`src/rtl/lfi_redundant_counter_if.sv`:
```
// Bundles the control inputs and the display and fault outputs of the
// redundant digit counter. Plain clk/reset stay outside the bundle.
//   master: drives compare_sel, clear_fault, inject_a; observes outputs
//   slave : the counter itself
interface lfi_redundant_counter_if;
    logic [7:0] compare_sel;
    logic       clear_fault;
    logic       inject_a;
    logic [3:0] digit;
    logic       digit_tick;
    logic       fault;
    logic [7:0] fault_count;

    modport master (
        output compare_sel,
        output clear_fault,
        output inject_a,
        input  digit,
        input  digit_tick,
        input  fault,
        input  fault_count
    );

    modport slave (
        input  compare_sel,
        input  clear_fault,
        input  inject_a,
        output digit,
        output digit_tick,
        output fault,
        output fault_count
    );
endinterface

```
`src/rtl/lfi_redundant_counter.sv`:
```
// Dual-rail prescaler/digit counter feeding a seven-segment decoder.
// Copy B is stored bit-inverted; any A/B disagreement latches a fault.
// Ports:
//   clk        : system clock
//   reset      : asynchronous, active-high
//   bus.slave  : compare_sel, clear_fault, inject_a in;
//                digit, digit_tick, fault, fault_count out
module lfi_redundant_counter #(
    parameter logic [23:0] MAX_COUNT = 24'd10_000_000
) (
    input  logic                    clk,
    input  logic                    reset,
    lfi_redundant_counter_if.slave  bus
);

    typedef enum logic {
        S_RUN   = 1'b0,
        S_FAULT = 1'b1
    } state_t;

    state_t      state_q, state_d;
    logic [23:0] pre_a_q, pre_a_d;
    logic [3:0]  dig_a_q, dig_a_d;
    logic [23:0] pre_b_q, pre_b_d;
    logic [3:0]  dig_b_q, dig_b_d;
    logic [3:0]  digit_q, digit_d;
    logic        tick_q, tick_d;
    logic        fault_q, fault_d;
    logic [7:0]  fcnt_q, fcnt_d;

    logic [23:0] term;
    logic        mismatch;
    logic        wrap_a, wrap_b;
    logic [23:0] pre_b_log, dig_b_pad;
    logic [3:0]  dig_b_log;
    logic [23:0] inj_mask;

    function automatic logic [23:0] pre_next(
        input logic [23:0] pre,
        input logic [23:0] t
    );
        return (pre >= t) ? 24'd0 : pre + 24'd1;
    endfunction

    function automatic logic [3:0] dig_next(
        input logic [3:0] dig,
        input logic       wrap
    );
        if (!wrap) begin
            return dig;
        end
        // Anything at or above 9 folds back to 0 so a corrupted
        // digit can never walk into the blanking code.
        return (dig >= 4'd9) ? 4'd0 : dig + 4'd1;
    endfunction

    // Shared terminal count; 0 selects the 1 s default.
    always_comb begin
        term = (bus.compare_sel == 8'd0)
             ? MAX_COUNT
             : {6'b0, bus.compare_sel, 10'b0};
    end

    // Copy B evaluated on its logical (de-inverted) value.
    always_comb begin
        pre_b_log = ~pre_b_q;
        dig_b_log = ~dig_b_q;
        dig_b_pad = {20'd0, dig_b_log};
        wrap_a    = (pre_a_q >= term);
        wrap_b    = (pre_b_log >= term);
        inj_mask  = {23'd0, bus.inject_a};
        mismatch  = (pre_a_q != pre_b_log)
                  | (dig_a_q != dig_b_pad[3:0]);
    end

    always_comb begin
        state_d = state_q;
        pre_a_d = pre_a_q;
        dig_a_d = dig_a_q;
        pre_b_d = pre_b_q;
        dig_b_d = dig_b_q;
        digit_d = digit_q;
        tick_d  = 1'b0;
        fault_d = fault_q;
        fcnt_d  = fcnt_q;

        unique case (state_q)
            S_RUN: begin
                if (mismatch) begin
                    // Freeze both copies; the debug flip still
                    // lands on A, and is wiped by the clear reload.
                    state_d = S_FAULT;
                    fault_d = 1'b1;
                    digit_d = 4'hF;
                    pre_a_d = pre_a_q ^ inj_mask;
                    fcnt_d  = (fcnt_q == 8'hFF)
                            ? fcnt_q : fcnt_q + 8'd1;
                end else begin
                    pre_a_d = pre_next(pre_a_q, term) ^ inj_mask;
                    dig_a_d = dig_next(dig_a_q, wrap_a);
                    pre_b_d = ~pre_next(pre_b_log, term);
                    dig_b_d = ~dig_next(dig_b_log, wrap_b);
                    digit_d = dig_next(dig_a_q, wrap_a);
                    tick_d  = wrap_a;
                end
            end
            S_FAULT: begin
                digit_d = 4'hF;
                pre_a_d = pre_a_q ^ inj_mask;
                if (bus.clear_fault) begin
                    state_d = S_RUN;
                    fault_d = 1'b0;
                    digit_d = 4'd0;
                    pre_a_d = 24'd0;
                    dig_a_d = 4'd0;
                    pre_b_d = 24'hFF_FFFF;
                    dig_b_d = 4'hF;
                end
            end
        endcase
    end

    always_ff @(posedge clk or posedge reset) begin
        if (reset) begin
            state_q <= S_RUN;
            pre_a_q <= 24'd0;
            dig_a_q <= 4'd0;
            pre_b_q <= 24'hFF_FFFF;
            dig_b_q <= 4'hF;
            digit_q <= 4'd0;
            tick_q  <= 1'b0;
            fault_q <= 1'b0;
            fcnt_q  <= 8'd0;
        end else begin
            state_q <= state_d;
            pre_a_q <= pre_a_d;
            dig_a_q <= dig_a_d;
            pre_b_q <= pre_b_d;
            dig_b_q <= dig_b_d;
            digit_q <= digit_d;
            tick_q  <= tick_d;
            fault_q <= fault_d;
            fcnt_q  <= fcnt_d;
        end
    end

    assign bus.digit       = digit_q;
    assign bus.digit_tick  = tick_q;
    assign bus.fault       = fault_q;
    assign bus.fault_count = fcnt_q;

endmodule

```
`src/flat_wrapper.sv`:
```
// flat-port wrapper written by rule: the top's interface ports become plain ports
module lfi_redundant_counter_flat 
#(
    parameter logic [23:0] MAX_COUNT = 24'd10_000_000
)
  (clk, reset, bus_compare_sel, bus_clear_fault, bus_inject_a, bus_digit, bus_digit_tick, bus_fault, bus_fault_count);
  lfi_redundant_counter_if bus_i ();
  input  logic clk;
  input  logic reset;
  input wire logic [$bits(bus_i.compare_sel)-1:0] bus_compare_sel;
  input wire logic [$bits(bus_i.clear_fault)-1:0] bus_clear_fault;
  input wire logic [$bits(bus_i.inject_a)-1:0] bus_inject_a;
  output wire logic [$bits(bus_i.digit)-1:0] bus_digit;
  output wire logic [$bits(bus_i.digit_tick)-1:0] bus_digit_tick;
  output wire logic [$bits(bus_i.fault)-1:0] bus_fault;
  output wire logic [$bits(bus_i.fault_count)-1:0] bus_fault_count;
  assign bus_i.compare_sel = bus_compare_sel;
  assign bus_i.clear_fault = bus_clear_fault;
  assign bus_i.inject_a = bus_inject_a;
  assign bus_digit = bus_i.digit;
  assign bus_digit_tick = bus_i.digit_tick;
  assign bus_fault = bus_i.fault;
  assign bus_fault_count = bus_i.fault_count;
  lfi_redundant_counter #(.MAX_COUNT(MAX_COUNT)) u_core (.clk(clk), .reset(reset), .bus(bus_i));
endmodule
```
`config.mk`:
```
export PLATFORM = sky130hd
export DESIGN_NAME = lfi_redundant_counter_flat
export DESIGN_NICKNAME = d
export VERILOG_FILES = /design/src/rtl/lfi_redundant_counter_if.sv /design/src/rtl/lfi_redundant_counter.sv /design/src/flat_wrapper.sv
export SDC_FILE = /design/constraint.sdc
export NUM_CORES = 1
export LEC_CHECK = 0
export CORE_MARGIN = 8
export CORE_UTILIZATION = 55
export DETAILED_ROUTE_END_ITERATION = 6
export PLACE_DENSITY = 0.87
export SLEW_MARGIN = 20
export SYNTH_ARGS = -nofsm -noshare
export SYNTH_HDL_FRONTEND = slang
export SYNTH_SLANG_ARGS = --single-unit
```
`constraint.sdc`:
```
create_clock -name clk -period 2.45 [get_ports clk]
set_input_delay 0.245 -clock clk [delete_from_list [all_inputs] [get_ports clk]]
set_output_delay 0.245 -clock clk [all_outputs]
set_load 0.02 [all_outputs]
```
== Yosys cells after proc, flatten, opt, wreduce, memory -nomap -nowiden ==
Index checks and enable logic that the tools add are counted.

* Magnitude comparators: 4
* Mux-type cells: 40
* Divide/modulo/power cells: 0
* Equal/unequal tests: 6
* Reduce and logical (&&, ||, !) cells: 4
* $mul: 0
* Bitwise logic cells: 9
* Add/sub/neg operators: 5
* Shift-type cells: 0

{| class="wikitable"
|+ Operators by type and width
! cell !! number
|-
| 2-to-1 mux 24 bit || 7
|-
| one-hot mux 24 bit (2 select lines) || 2
|-
| 2-to-1 mux 4 bit || 14
|-
| adder 24 x 1 -> 24 bit (second input constant) || 2
|-
| >= comparator 24 bit || 2
|-
| inverter 24 bit || 2
|-
| XOR 24 x 1 -> 24 bit || 2
|-
| inequality test 24 bit || 1
|-
| one-hot mux 4 bit (2 select lines) || 3
|-
| 2-to-1 mux 1 bit || 12
|-
| adder 4 x 1 -> 4 bit (second input constant) || 2
|-
| adder 8 x 1 -> 8 bit (second input constant) || 1
|-
| == test 8 bit (second input constant) || 1
|-
| >= comparator 4 bit (second input constant) || 2
|-
| zero test 8 bit || 1
|-
| inverter 4 bit || 2
|-
| inequality test 2 bit (second input constant) || 2
|-
| inequality test 4 bit || 1
|-
| one-hot mux 1 bit (2 select lines) || 2
|-
| AND reduction 2 bit || 2
|-
| AND reduction 3 bit || 1
|-
| inequality test 2 x 1 -> 1 bit (second input constant) || 1
|-
| inverter 1 bit || 2
|-
| OR 1 bit || 1
|}

* Memory bits (read-only): 0
* Memories: 0
* RAM bits: 0
* Bits in registers: 71
* Word-level logic and storage cells: 77
* Bits in latches: 0

== Longest topological paths before layout ==
Gate-level depths: netlist of run 1.

* Depth after elaboration: 12
* Depth in mapped cells: 14
* Mapped depth without buffers: 12

== Least setup slack after synthesis of run 1 ==
OpenSTA, ideal clock, no wires.

* Kind: in2reg
* Start point: input port bus_compare_sel[3]
* End point: register u_core.pre_a_q[17]
* Slack: -844 ps
* Cell stages on the path: 13
* Setup time: 65 ps
* Arrival: 3230 ps
* Path through: nor4_1 nand2_1 nor2_1 inv_1 ha_1 or3b_1 a41oi_1 nor4b_1 nor4_2 nand3_1 clkbuf_1 o211ai_1 o21a_1

* Longest elaborated chain between the ends: 7

{| class="wikitable"
|+ RTL lines
! what !! line !! source
|-
| start: declaration || flat_wrapper.sv:10 || <nowiki>input wire logic [$bits(bus_i.compare_sel)-1:0] bus_compare_sel;</nowiki>
|-
| zero test 8 bit || lfi_redundant_counter.sv:59 || <nowiki>term = (bus.compare_sel == 8'd0)</nowiki>
|-
| 2-to-1 mux 24 bit (*) || lfi_redundant_counter.sv:60 || <nowiki>? MAX_COUNT</nowiki>
|-
| >= comparator 24 bit (*) || lfi_redundant_counter.sv:42 || <nowiki>return (pre >= t) ? 24'd0 : pre + 24'd1;</nowiki>
|-
| 2-to-1 mux 24 bit (*) || lfi_redundant_counter.sv:42 ||
|-
| XOR 24 x 1 -> 24 bit (*) || lfi_redundant_counter.sv:99 || <nowiki>pre_a_d = pre_next(pre_a_q, term) ^ inj_mask;</nowiki>
|-
| 2-to-1 mux 24 bit (*) || lfi_redundant_counter.sv:89 || <nowiki>if (mismatch) begin</nowiki>
|-
| one-hot mux 24 bit (2 select lines) (*) || lfi_redundant_counter.sv:87 || <nowiki>unique case (state_q)</nowiki>
|-
| end signal: assignment || lfi_redundant_counter.sv:136 || <nowiki>pre_a_q <= pre_a_d;</nowiki>
|-
| end: declaration || lfi_redundant_counter.sv:22 || <nowiki>logic [23:0] pre_a_q, pre_a_d;</nowiki>
|}

Every way passes the cells marked *; elsewhere a longest branch is shown, timed or not.
A chain may end at the register's enable or synchronous reset.

== Worst setup path in the final report of run 1 ==
* Start point: register u_core.pre_b_q[10]
* End point: register u_core.pre_b_q[22]

* Longest elaborated chain between the ends: 6
* Elaborated cells on any way between the ends: 11
* Classes of those cells: add/sub: 1; order compare: 1; eq/ne: 2; mux: 3; bitwise: 3; reduce/logical: 1

{| class="wikitable"
|+ RTL lines
! what !! line !! source
|-
| start: declaration || lfi_redundant_counter.sv:24 || <nowiki>logic [23:0] pre_b_q, pre_b_d;</nowiki>
|-
| start signal: assignment || lfi_redundant_counter.sv:138 || <nowiki>pre_b_q <= pre_b_d;</nowiki>
|-
| inverter 24 bit (*) || lfi_redundant_counter.sv:66 || <nowiki>pre_b_log = ~pre_b_q;</nowiki>
|-
| adder 24 x 1 -> 24 bit / >= comparator 24 bit (equally long branches) || lfi_redundant_counter.sv:42 ||
|-
| 2-to-1 mux 24 bit || lfi_redundant_counter.sv:42 ||
|-
| inverter 24 bit || lfi_redundant_counter.sv:101 || <nowiki>pre_b_d = ~pre_next(pre_b_log, term);</nowiki>
|-
| 2-to-1 mux 24 bit || lfi_redundant_counter.sv:89 ||
|-
| one-hot mux 24 bit (2 select lines) || lfi_redundant_counter.sv:87 ||
|}

Every way passes the cells marked *; elsewhere a longest branch is shown, timed or not. The select of a mux whose other input is x is not followed.

==> results.py, run 1 <==
metrics = {
    "worst_hold_path": {
        "hold_path_class": "in -> async",
    },
    "die": {
        "die_h_um": 112,
        "initial_core_util_pct": 55.6,
        "floorplan.rows": 35,
        "die_area_um2": 12500,
        "io_pins": 26,
        "chipWidth_um": 112,
        "fp.coreArea_um2": 9110,
    },
    "timing": {
        "report.final.slew_viol_count": 0,
        "layout_min_cycle_time_ns": 3.32,
        "fin_crit_share_pct": 135,
        "relSlewSlack_pct": 36.1,
        "max_clock_freq_ghz": 0.302,
        "setup_viol_count_final": 71,
        "worst_slew_pin_slew_ns": 0.951,
        "rsz0062_at_grt": "yes",
        "whs_ns": 0.259,
        "final.setup.worst_slack_ns": -0.866,
        "final-hold-violation-count": 0,
        "skew_ns": 0.0118,
    },
    "synthesis": {
        "syn-mean-instance-area_um2": 8.67,
        "synth-seq-area-share_pct": 35.8,
        "synth-edff-count": 0,
        "synthesis.yosys.warnings": 0,
        "synth.cell_area_um2": 5070,
        "postSynthRegisterBits": 71,
        "synth_top_cells_by_area": "sky130_fd_sc_hd__dfrtp_1 21%, sky130_fd_sc_hd__dfstp_2 15%, sky130_fd_sc_hd__ha_1 8.6%, sky130_fd_sc_hd__xor2_1 3.8%, sky130_fd_sc_hd__xnor2_1 3.5%",
        "synth_ff_type": "sky130_fd_sc_hd__dfrtp_1",
        "synthesis.nets": 631,
        "ys_types": 64,
        "netlist.top_cell.by_area": "sky130_fd_sc_hd__dfrtp_1",
        "fraction_of_registers_with_async_set_or_reset_after_synthesis_pct": 100,
        "synthCells": 584,
        "synth_top_area_share_pct": 21.2,
    },
    "outcome": {
        "violations": "DRC, setup timing",
        "status": "finished, violations left",
    },
    "power": {
        "vdd_drop_max_v": 0.000826,
        "total_leakage_power_nw": 3.44,
        "pwr_density_cell_nw_per_um2": 1020,
    },
    "critical_path": {
        "crit_required_ns": 2.72,
        "timing.critical_path.slowest_stage_cell": "sky130_fd_sc_hd__dfstp_2",
        "critPathKind": "reg -> reg",
        "crit-reg2reg-launch": "u_core.pre_b_q[10]$_DFFE_PP1P_",
        "cp_data_arrival_time_ns": 3.59,
        "cp.buffers_inverters": 3,
        "cp_top_family": "simple AND/OR/NAND/NOR gates",
        "crit_fanout": 8,
        "crit_path_max_incr_delay_ns": 0.61,
        "sequence_of_cells_on_the_critical_path": "xor2_1, nand4_1, or4_4, buf_4, nor3_4, nand4_1, buf_6, buf_4, o41ai_2, o21ai_1",
        "r2r-end": "u_core.pre_b_q[22]$_DFFE_PP1P_",
        "timing.reg2reg.worst_path_depth": 10,
        "worstSetupEndpointType": "register",
        "worst_setup_path_start_kind": "register",
        "reg2reg_setup_slack_ns": -0.87,
    },
    "global_route": {
        "grt.total_usage_pct": 31.6,
        "grt_start_max_net_pins": 50,
        "first_global_vias": 5946,
        "grt_antenna_before_repair": 0,
        "grt_pass1_wl_um": 31300,
        "overflow": 0,
    },
    "place": {
        "gp_congestion": 0.962,
        "io_buffers": 25,
        "placement.cell_area_um2": 6320,
        "place_hpwl_um": 12300,
    },
    "cts": {
        "h-tree-depth": 3,
        "cts_buffer_depth": 2,
        "clock_sink_count": 71,
        "tritoncts": "done",
        "clk-insertion-delay-late_ns": 0.36,
        "cts_buffers": 9,
        "clk_pin_slew_ns": 0.09,
        "clock_tree.root_cell": "sky130_fd_sc_hd__clkbuf_8",
    },
    "run": {
        "drv.max_cap_violation_count": 0,
    },
    "cells_and_area": {
        "commonest_non_fill_non_tap_cell_in_the_layout": "sky130_fd_sc_hd__buf_4",
        "finish.instance_area_um2": 7870,
        "layout.nets": 784,
        "num_antenna_cells": 0,
        "layout.cells.most_common_list": "117 x sky130_fd_sc_hd__buf_4, 40 x sky130_fd_sc_hd__dfrtp_1, 36 x sky130_fd_sc_hd__inv_1, 32 x sky130_fd_sc_hd__nand2_1, 32 x sky130_fd_sc_hd__nor2_1",
        "synthToLayoutAreaGrowth_pct": 55.3,
        "layout.filler_cells": 378,
        "layout-drive-gt1-share_pct": 46.6,
    },
    "routing": {
        "detail_route.wl_per_cell_um": 30.5,
        "detailedRoute.firstPassIterationCount": 7,
        "detailedRoute.firstIterationViolations": 978,
        "postRouteWirelength_um": 26000,
        "via_count": 6441,
        "post_drt_via_cell_ratio": 7.55,
        "detail-route-antenna-nets": 0,
        "drt_drc_violations_left": 36,
    },
}
==> layout make-up <==
cell class,instances,area (um2),share of cell area [%]
timing repair buffer,176,1580,20.1
sequential,71,1820,23.1
tap,111,139,1.77
inverter,39,151,1.92
clock buffer,13,159,2.02
clock inverter,3,65.1,0.827
multi-input combinational,440,3950,50.3
==> logic make-up (layout without fill, tap and decap cells) <==
group | count (synthesis) | in the layout | share of synthesized area (%)
AO/OA/AOI/OAI | 139 | 139 | 18.2
XOR/XNOR | 42 | 42 | 7.26
adder cells (fa/ha/maj) | 35 | 35 | 8.64
buffers and inverters | 74 | 231 | 5.98
flip-flops | 71 | 71 | 35.8
multiplexers | 2 | 2 | 0.395
AND/OR/NAND/NOR | 221 | 222 | 23.7
==> how the worst max path moves through the flow <==
| stage | end | slack [ns] | start | cells past startpoint |
|---|---|---|---|---|
| floorplan | u_core.pre_a_q[17]$_DFFE_PP0P_ | -0.46 | bus_compare_sel[3] | 13 |
| global placement | u_core.bus.digit[2]$_DFF_PP0_ | -1.00 | bus_compare_sel[3] | 13 |
| detailed placement | u_core.pre_a_q[0]$_DFF_PP0_ | -1.19 | bus_compare_sel[3] | 13 |
| CTS | u_core.bus.digit[1]$_DFF_PP0_ | -0.30 | bus_compare_sel[7] | 15 |
| global route | u_core.pre_b_q[23]$_DFFE_PP1P_ | -0.86 | u_core.pre_b_q[10]$_DFFE_PP1P_ | 10 |
| finish | u_core.pre_b_q[22]$_DFFE_PP1P_ | -0.87 | u_core.pre_b_q[10]$_DFFE_PP1P_ | 10 |
==> per-layer routing <==
| metal | part of all wire (%) | GRT usage, % |
|---|---|---|
| met4 | 11 | 21.0 |
| met5 | 0 | 0 |
| met3 | 14 | 9.52 |
| met2 | 43 | 52.2 |
| met1 | 32 | 34.7 |
==> synth_stat cells, types with 20 or more instances <==
cell and n:
sky130_fd_sc_hd__inv_1 38, sky130_fd_sc_hd__nand2_1 35, sky130_fd_sc_hd__o21ai_0 33, sky130_fd_sc_hd__nand4_1 25, sky130_fd_sc_hd__nor2_1 45, sky130_fd_sc_hd__xor2_1 22, sky130_fd_sc_hd__dfstp_2 28, sky130_fd_sc_hd__a21oi_1 20
sky130_fd_sc_hd__xnor2_1 20, sky130_fd_sc_hd__dfrtp_1 43, sky130_fd_sc_hd__ha_1 35, sky130_fd_sc_hd__nor3_1 27, sky130_fd_sc_hd__clkbuf_1 20
==> where the power goes <==
| group | switching [mW] | leakage [nW] | total, mW | internal [mW] |
|---|---|---|---|---|
| Clock | 0.492 | 0.114 | 1.12 | 0.630 |
| Combinational | 3.01 | 2.47 | 5.20 | 2.19 |
| Sequential | 0.324 | 0.863 | 1.74 | 1.41 |
==> flip-flops by register name (all words and copies together) (netlist names) <==
signal	count
u_core.bus.digit	4
u_core.bus.digit_tick	1
u_core.bus.fault	1
u_core.bus.fault_count	8
u_core.dig_a_q	4
u_core.dig_b_q	4
u_core.pre_a_q	24
u_core.pre_b_q	24
u_core.state_q	1
==> metrics by stage <==
stage | total power [mW] | utilization, % | setup TNS, ns | setup WS (ns) | std cells
after global routing | 8.21 | 86.4 | -39.22 | -0.859 | 853
after global placement | 4.71 | 69.3 | -50.78 | -1.00 | 794
after detailed placement | 4.86 | 69.3 | -58.07 | -1.19 | 794
after floorplan | 3.64 | - | -12.48 | -0.463 | 584
after CTS | 6.59 | 79.4 | -12.60 | -0.297 | 836
final | 8.06 | 86.4 | -34.45 | -0.866 | 853
==> timing repair <==
action / CTS / global route
endpoints found under the hold margin: 0 / 0
endpoints found under the setup margin: 64 / 71
buffers inserted: 25 / 20
hold buffers: 0 / 0
pin swaps: 62 / 62
resized for setup: 123 / 96
gates cloned: 3 / 1
Note: power is estimated with default switching activity, not from simulation.
==> run 2, diff against run 1 <==
Settings changed: CORE_ASPECT_RATIO from default to 1.2.
==> run 2 against run 1 <==
  * The run still ends with DRC, setup timing left
  * Die area barely moved
  * Clock-buffer cell count rose by 1
  * Utilization fell by 0.69 points
  * Sequential share of layout area rose by 0.45 points
  * Fmax rose by 10%
  * Combinational power fell by 4.6%
  * Via count fell by 2.2%
  * Wire length fell by 8.7%
  * Design area fell by 2.1%
  * Total power fell by 5.3%
  * Critical endpoint is now u_core.pre_a_q[7]$_DFFE_PP0P_
  * Highest routed layer unchanged
==> results.py, run 2 (synthesized netlist as in run 1, its figures left out) <==
metrics = {
    "outcome": {
        "status": "finished, violations left",
        "violations": "DRC, setup timing",
    },
    "die": {
        "die_h_um": 121,
        "initial_core_util_pct": 56.4,
        "die_area_um2": 12600,
        "io_pins": 26,
        "chipWidth_um": 104,
        "fp.coreArea_um2": 8990,
        "floorplan.rows": 38,
    },
    "global_route": {
        "overflow": 0,
        "grt_start_max_net_pins": 53,
        "grt.total_usage_pct": 32.3,
        "grt_antenna_before_repair": 0,
        "grt_pass1_wl_um": 32300,
        "first_global_vias": 6102,
    },
    "cts": {
        "cts_buffers": 9,
        "clock_sink_count": 71,
        "clk-insertion-delay-late_ns": 0.38,
        "h-tree-depth": 3,
        "clk_pin_slew_ns": 0.09,
        "tritoncts": "done",
        "cts_buffer_depth": 2,
        "clock_tree.root_cell": "sky130_fd_sc_hd__clkbuf_8",
    },
    "critical_path": {
        "crit_path_max_incr_delay_ns": 0.37,
        "sequence_of_cells_on_the_critical_path": "buf_6, nor4_4, nand2_2, nor2_4, buf_6, inv_8, ha_4, or3b_4, a41oi_4, nor4b_4, nor4_2, buf_4, nand3_4, buf_4, clkbuf_16, buf_6, o22ai_1",
        "critPathKind": "in -> reg",
        "cp_top_family": "simple AND/OR/NAND/NOR gates",
        "crit_fanout": 6,
        "worstSetupEndpointType": "register",
        "cp_data_arrival_time_ns": 3.29,
        "worst_setup_path_start_kind": "input port",
        "timing.critical_path.slowest_stage_cell": "sky130_fd_sc_hd__or3b_4",
        "r2r-end": "u_core.pre_a_q[7]$_DFFE_PP0P_",
        "crit-reg2reg-launch": "u_core.pre_a_q[7]$_DFFE_PP0P_",
        "cp.buffers_inverters": 7,
        "timing.reg2reg.worst_path_depth": 12,
        "reg2reg_setup_slack_ns": -0.51,
        "cp_common_cell": "sky130_fd_sc_hd__buf_6",
        "crit_required_ns": 2.72,
    },
    "timing": {
        "rsz0062_at_grt": "yes",
        "final-hold-violation-count": 0,
        "max_clock_freq_ghz": 0.332,
        "fin_crit_share_pct": 123,
        "skew_ns": 0.0158,
        "relSlewSlack_pct": 37.0,
        "report.final.slew_viol_count": 0,
        "final.setup.worst_slack_ns": -0.565,
        "worst_slew_pin_slew_ns": 0.937,
        "layout_min_cycle_time_ns": 3.02,
        "timing.setup.tns_ns": -25.10,
        "setup_viol_count_final": 70,
    },
    "cells_and_area": {
        "synthToLayoutAreaGrowth_pct": 52.0,
        "multi_input_comb_area_um2": 3820,
        "seqCellArea_um2": 1810,
        "layout.cells.most_common_list": "105 x sky130_fd_sc_hd__buf_4, 43 x sky130_fd_sc_hd__dfrtp_1, 36 x sky130_fd_sc_hd__inv_1, 33 x sky130_fd_sc_hd__nand2_1, 31 x sky130_fd_sc_hd__nor2_1",
        "finish.instance_area_um2": 7700,
        "finalCoreUtilization_pct": 85.7,
        "layout.filler_cells": 376,
        "layout.cells.non_filler": 852,
        "commonest_non_fill_non_tap_cell_in_the_layout": "sky130_fd_sc_hd__buf_4",
        "layout.nets": 774,
        "num_antenna_cells": 0,
        "layout-drive-gt1-share_pct": 43.4,
    },
    "place": {
        "placement.cell_area_um2": 6360,
        "io_buffers": 25,
        "place_hpwl_um": 11900,
        "dp_worst_setup_slack_ns": -1.18,
        "gp_congestion": 0.974,
        "numPlacedInstances": 809,
    },
    "routing": {
        "drt_drc_violations_left": 10,
        "detailedRoute.firstIterationViolations": 1009,
        "post_drt_via_cell_ratio": 7.39,
        "postRouteWirelength_um": 23800,
        "detailedRoute.firstPassIterationCount": 7,
        "detail_route.wl_per_cell_um": 27.9,
        "detail-route-antenna-nets": 0,
        "via_count": 6298,
    },
    "power": {
        "total_leakage_power_nw": 3.35,
        "vdd_drop_max_v": 0.000937,
        "pwr_density_cell_nw_per_um2": 991,
    },
    "run": {
        "drv.max_cap_violation_count": 0,
    },
    "worst_hold_path": {
        "hold_path_class": "in -> async",
    },
}
run 2: cell types whose count changed in the layout (fill, tap and decap cells not counted), sizes merged:
cell           previous run  this run
buf                     153       144
clkdlybuf4s50            18        17
dlygate4sd2               0         1
clkinvlp                  0         1
and2                      8         7
clkdlybuf4s15             3         4
bufinv                    2         0
run 2: area by class of cell:
type	instances	area share, %
multi-input cells	439	49.6
flip-flops and latches	71	23.5
repair buffers	167	20.5
clock buffers	14	2.26
inverters	39	2.00
well taps	120	1.95
clock inverters	2	0.162
run 2: metrics by stage:
stage                     hold WS (ns)  power, mW
after detailed placement         0.496       4.87
after global routing             0.295       7.85
final                            0.272       7.63
after floorplan                  0.472       3.64
after global placement           0.487       4.74
after CTS                        0.218       6.70
run 2: power by group:
group	switching [mW]	internal, mW	total [mW]
clock network	0.509	0.458	0.967
registers	0.293	1.41	1.70
logic	2.74	2.23	4.96
total	3.54	4.10	7.63
run 2: how the worst max path moves through the flow:
| stage | start | end | slack, ns | cells past startpoint |
|---|---|---|---|---|
| 3_3_place_gp | bus_compare_sel[3] | u_core.pre_a_q[15]$_DFFE_PP0P_ | -1.02 | 14 |
| 5_1_grt | bus_compare_sel[2] | u_core.pre_a_q[22]$_DFFE_PP0P_ | -0.70 | 17 |
| 6_report | bus_compare_sel[2] | u_core.pre_a_q[7]$_DFFE_PP0P_ | -0.57 | 17 |
| 4_1_cts | bus_compare_sel[7] | u_core.pre_a_q[21]$_DFFE_PP0P_ | -0.38 | 16 |
| 3_5_place_dp | bus_compare_sel[3] | u_core.pre_a_q[15]$_DFFE_PP0P_ | -1.18 | 14 |
| 2_1_floorplan | bus_compare_sel[3] | u_core.pre_a_q[17]$_DFFE_PP0P_ | -0.46 | 13 |
run 2: routing by layer:
layer  track usage (%)  up-vias  share of wire [%]
li1                  -     2406                  -
met1              35.9     2951                 32
met2              54.1      657                 45
met5                 0        -                  0
met3              7.55      284                 13
met4              23.0        0                 11
run 2: what timing repair did:
action	CTS	global route
cloned	4	1
gates resized for setup	134	59
hold buffers	0	0
buffers inserted	17	7
setup endpoints to repair	65	71
pin swaps	74	42
==> run 3, diff against run 2 <==
Clock period 2.45 ns to 2.7 ns, I/O delays scaled along.
==> run 3 against run 2 <==
  * Final cell count down 6.5%
  * Die area did not move
  * Wire length decreased by 25%
  * First-iteration DRC count fell by 56%
  * The flow finishes with violations (setup timing)
==> results.py, run 3 (synthesized netlist as in run 1, its figures left out) <==
metrics = {
    "outcome": {
        "status": "finished, violations left",
        "violations": "setup timing",
    },
    "routing": {
        "detail-route-antenna-nets": 0,
        "detail_route.wl_per_cell_um": 22.3,
        "drt_drc_violations_left": 0,
        "detailedRoute.firstIterationViolations": 449,
        "wl_met2_um": 8970,
        "post_drt_via_cell_ratio": 6.71,
        "via_count": 5350,
        "detail_route.wirelength.met1_um": 6460,
        "postRouteWirelength_um": 17800,
        "detailedRoute.firstPassIterationCount": 7,
        "top_layer": "met4",
        "met3_length_um": 1360,
    },
    "cts": {
        "tritoncts": "done",
        "clock_sink_count": 71,
        "cts_buffer_depth": 2,
        "clk_pin_slew_ns": 0.08,
        "clock_tree.root_cell": "sky130_fd_sc_hd__clkbuf_8",
        "h-tree-depth": 3,
        "clk-insertion-delay-late_ns": 0.36,
        "cts_buffers": 9,
        "cts_hold_buf": 0,
    },
    "cells_and_area": {
        "layout.filler_cells": 514,
        "finalCoreUtilization_pct": 76.3,
        "synthToLayoutAreaGrowth_pct": 35.4,
        "num_antenna_cells": 0,
        "layout-drive-gt1-share_pct": 32.3,
        "layout.cells.most_common_list": "70 x sky130_fd_sc_hd__buf_4, 43 x sky130_fd_sc_hd__dfrtp_1, 39 x sky130_fd_sc_hd__nor2_1, 36 x sky130_fd_sc_hd__inv_1, 33 x sky130_fd_sc_hd__nand2_1",
        "commonest_non_fill_non_tap_cell_in_the_layout": "sky130_fd_sc_hd__buf_4",
        "layout.nets": 719,
    },
    "power": {
        "vdd_drop_max_v": 0.000815,
        "pwr_density_cell_nw_per_um2": 844,
        "power_mw": 5.79,
        "total_leakage_power_nw": 3.00,
    },
    "global_route": {
        "grt.total_usage_pct": 24.9,
        "grt_pass1_wl_um": 25400,
        "first_global_vias": 5101,
        "grt_antenna_before_repair": 0,
        "grt_start_max_net_pins": 38,
        "overflow": 0,
    },
    "timing": {
        "skew_ns": 0.0125,
        "max_clock_freq_ghz": 0.313,
        "final.setup.worst_slack_ns": -0.491,
        "report.final.slew_viol_count": 0,
        "rsz0062_at_grt": "yes",
        "timing.setup.tns_ns": -12.06,
        "worst_slew_pin_slew_ns": 0.759,
        "fin_crit_share_pct": 118,
        "final-hold-violation-count": 0,
        "relSlewSlack_pct": 49.3,
        "setup_viol_count_final": 42,
        "layout_min_cycle_time_ns": 3.19,
    },
    "critical_path": {
        "r2r-end": "u_core.pre_a_q[2]$_DFFE_PP0P_",
        "crit_required_ns": 2.95,
        "worst_setup_path_start_kind": "input port",
        "timing.reg2reg.worst_path_depth": 10,
        "reg2reg_setup_slack_ns": -0.28,
        "critPathKind": "in -> reg",
        "worstSetupEndpointType": "register",
        "crit-reg2reg-launch": "u_core.pre_a_q[14]$_DFFE_PP0P_",
        "cp_data_arrival_time_ns": 3.44,
        "crit_fanout": 7,
    },
    "die": {
        "initial_core_util_pct": 56.4,
        "fp.coreArea_um2": 8990,
        "die_h_um": 121,
        "die_area_um2": 12600,
        "floorplan.rows": 38,
        "io_pins": 26,
        "chipWidth_um": 104,
    },
    "place": {
        "gp_congestion": 0.948,
        "place_hpwl_um": 11200,
        "io_buffers": 25,
    },
    "run": {
        "drv.max_cap_violation_count": 0,
    },
    "worst_hold_path": {
        "hold_path_class": "in -> async",
    },
}
[run 3: how the worst max path moves through the flow]
| stage | startpoint | to | slack (ns) |
|---|---|---|---|
| after floorplan | bus_compare_sel[3] | u_core.pre_a_q[17]$_DFFE_PP0P_ | -0.24 |
| after global placement | bus_compare_sel[3] | u_core.pre_a_q[19]$_DFFE_PP0P_ | -0.75 |
| after detailed placement | bus_compare_sel[3] | u_core.pre_a_q[10]$_DFFE_PP0P_ | -0.86 |
| after CTS | bus_compare_sel[7] | u_core.pre_a_q[18]$_DFFE_PP0P_ | -0.14 |
| after global routing | bus_compare_sel[2] | u_core.pre_a_q[2]$_DFFE_PP0P_ | -0.60 |
| final | bus_compare_sel[2] | u_core.pre_a_q[2]$_DFFE_PP0P_ | -0.49 |
[run 3: through the flow]
step	setup WS, ns	cell area, um2	cells	hold slack [ns]
2_1_floorplan	-0.238	5190	584	0.483
3_3_place_gp	-0.750	5950	761	0.484
3_5_place_dp	-0.861	5950	761	0.507
4_1_cts	-0.138	6430	785	0.425
5_1_grt	-0.602	6860	797	0.463
6_report	-0.491	6860	797	0.409
[run 3: timing repair]
item                                    in CTS  in global routing
pin swaps                                   23                 22
endpoints found under the setup margin      61                 67
gates resized for setup                     59                 72
setup buffers                                7                 13
cloned                                       2                  1
[run 3: cell type report]
| class | instances | area (um2) | area share (%) |
|---|---|---|---|
| clock buffer | 10 | 138 | 2.01 |
| clock inverter | 6 | 68.8 | 1.00 |
| inverter | 39 | 149 | 2.17 |
| multi-input combinational | 439 | 3520 | 51.3 |
| sequential | 71 | 1810 | 26.4 |
| tap | 120 | 150 | 2.19 |
| timing repair buffer | 112 | 1020 | 14.9 |
[run 3: routing by layer]
metal  track usage [%]  up-vias
met5                 0        -
met4              14.0        0
met3              4.57      104
met2              42.6      332
met1              28.9     2618
li1                  -     2296
[run 3: where the power goes]
group / internal [mW] / switching [mW] / total (mW)
Sequential: 1.28 / 0.225 / 1.51
Combinational: 1.42 / 1.96 / 3.37
Clock: 0.457 / 0.448 / 0.905
Total: 3.15 / 2.63 / 5.79
[run 3: critical path: stages]
cell and delay [ns]:
sky130_fd_sc_hd__buf_6 0.10, sky130_fd_sc_hd__nor4_4 0.34, sky130_fd_sc_hd__nand2_2 0.14, sky130_fd_sc_hd__nor2_4 0.19, sky130_fd_sc_hd__inv_4 0.10, sky130_fd_sc_hd__ha_4 0.28, sky130_fd_sc_hd__nor4b_4 0.23, sky130_fd_sc_hd__nand4_1 0.24
sky130_fd_sc_hd__nor4bb_2 0.57, sky130_fd_sc_hd__nor4_2 0.13, sky130_fd_sc_hd__buf_4 0.17, sky130_fd_sc_hd__and2_4 0.14, sky130_fd_sc_hd__buf_4 0.18, sky130_fd_sc_hd__and3_1 0.20, sky130_fd_sc_hd__o21a_1 0.16
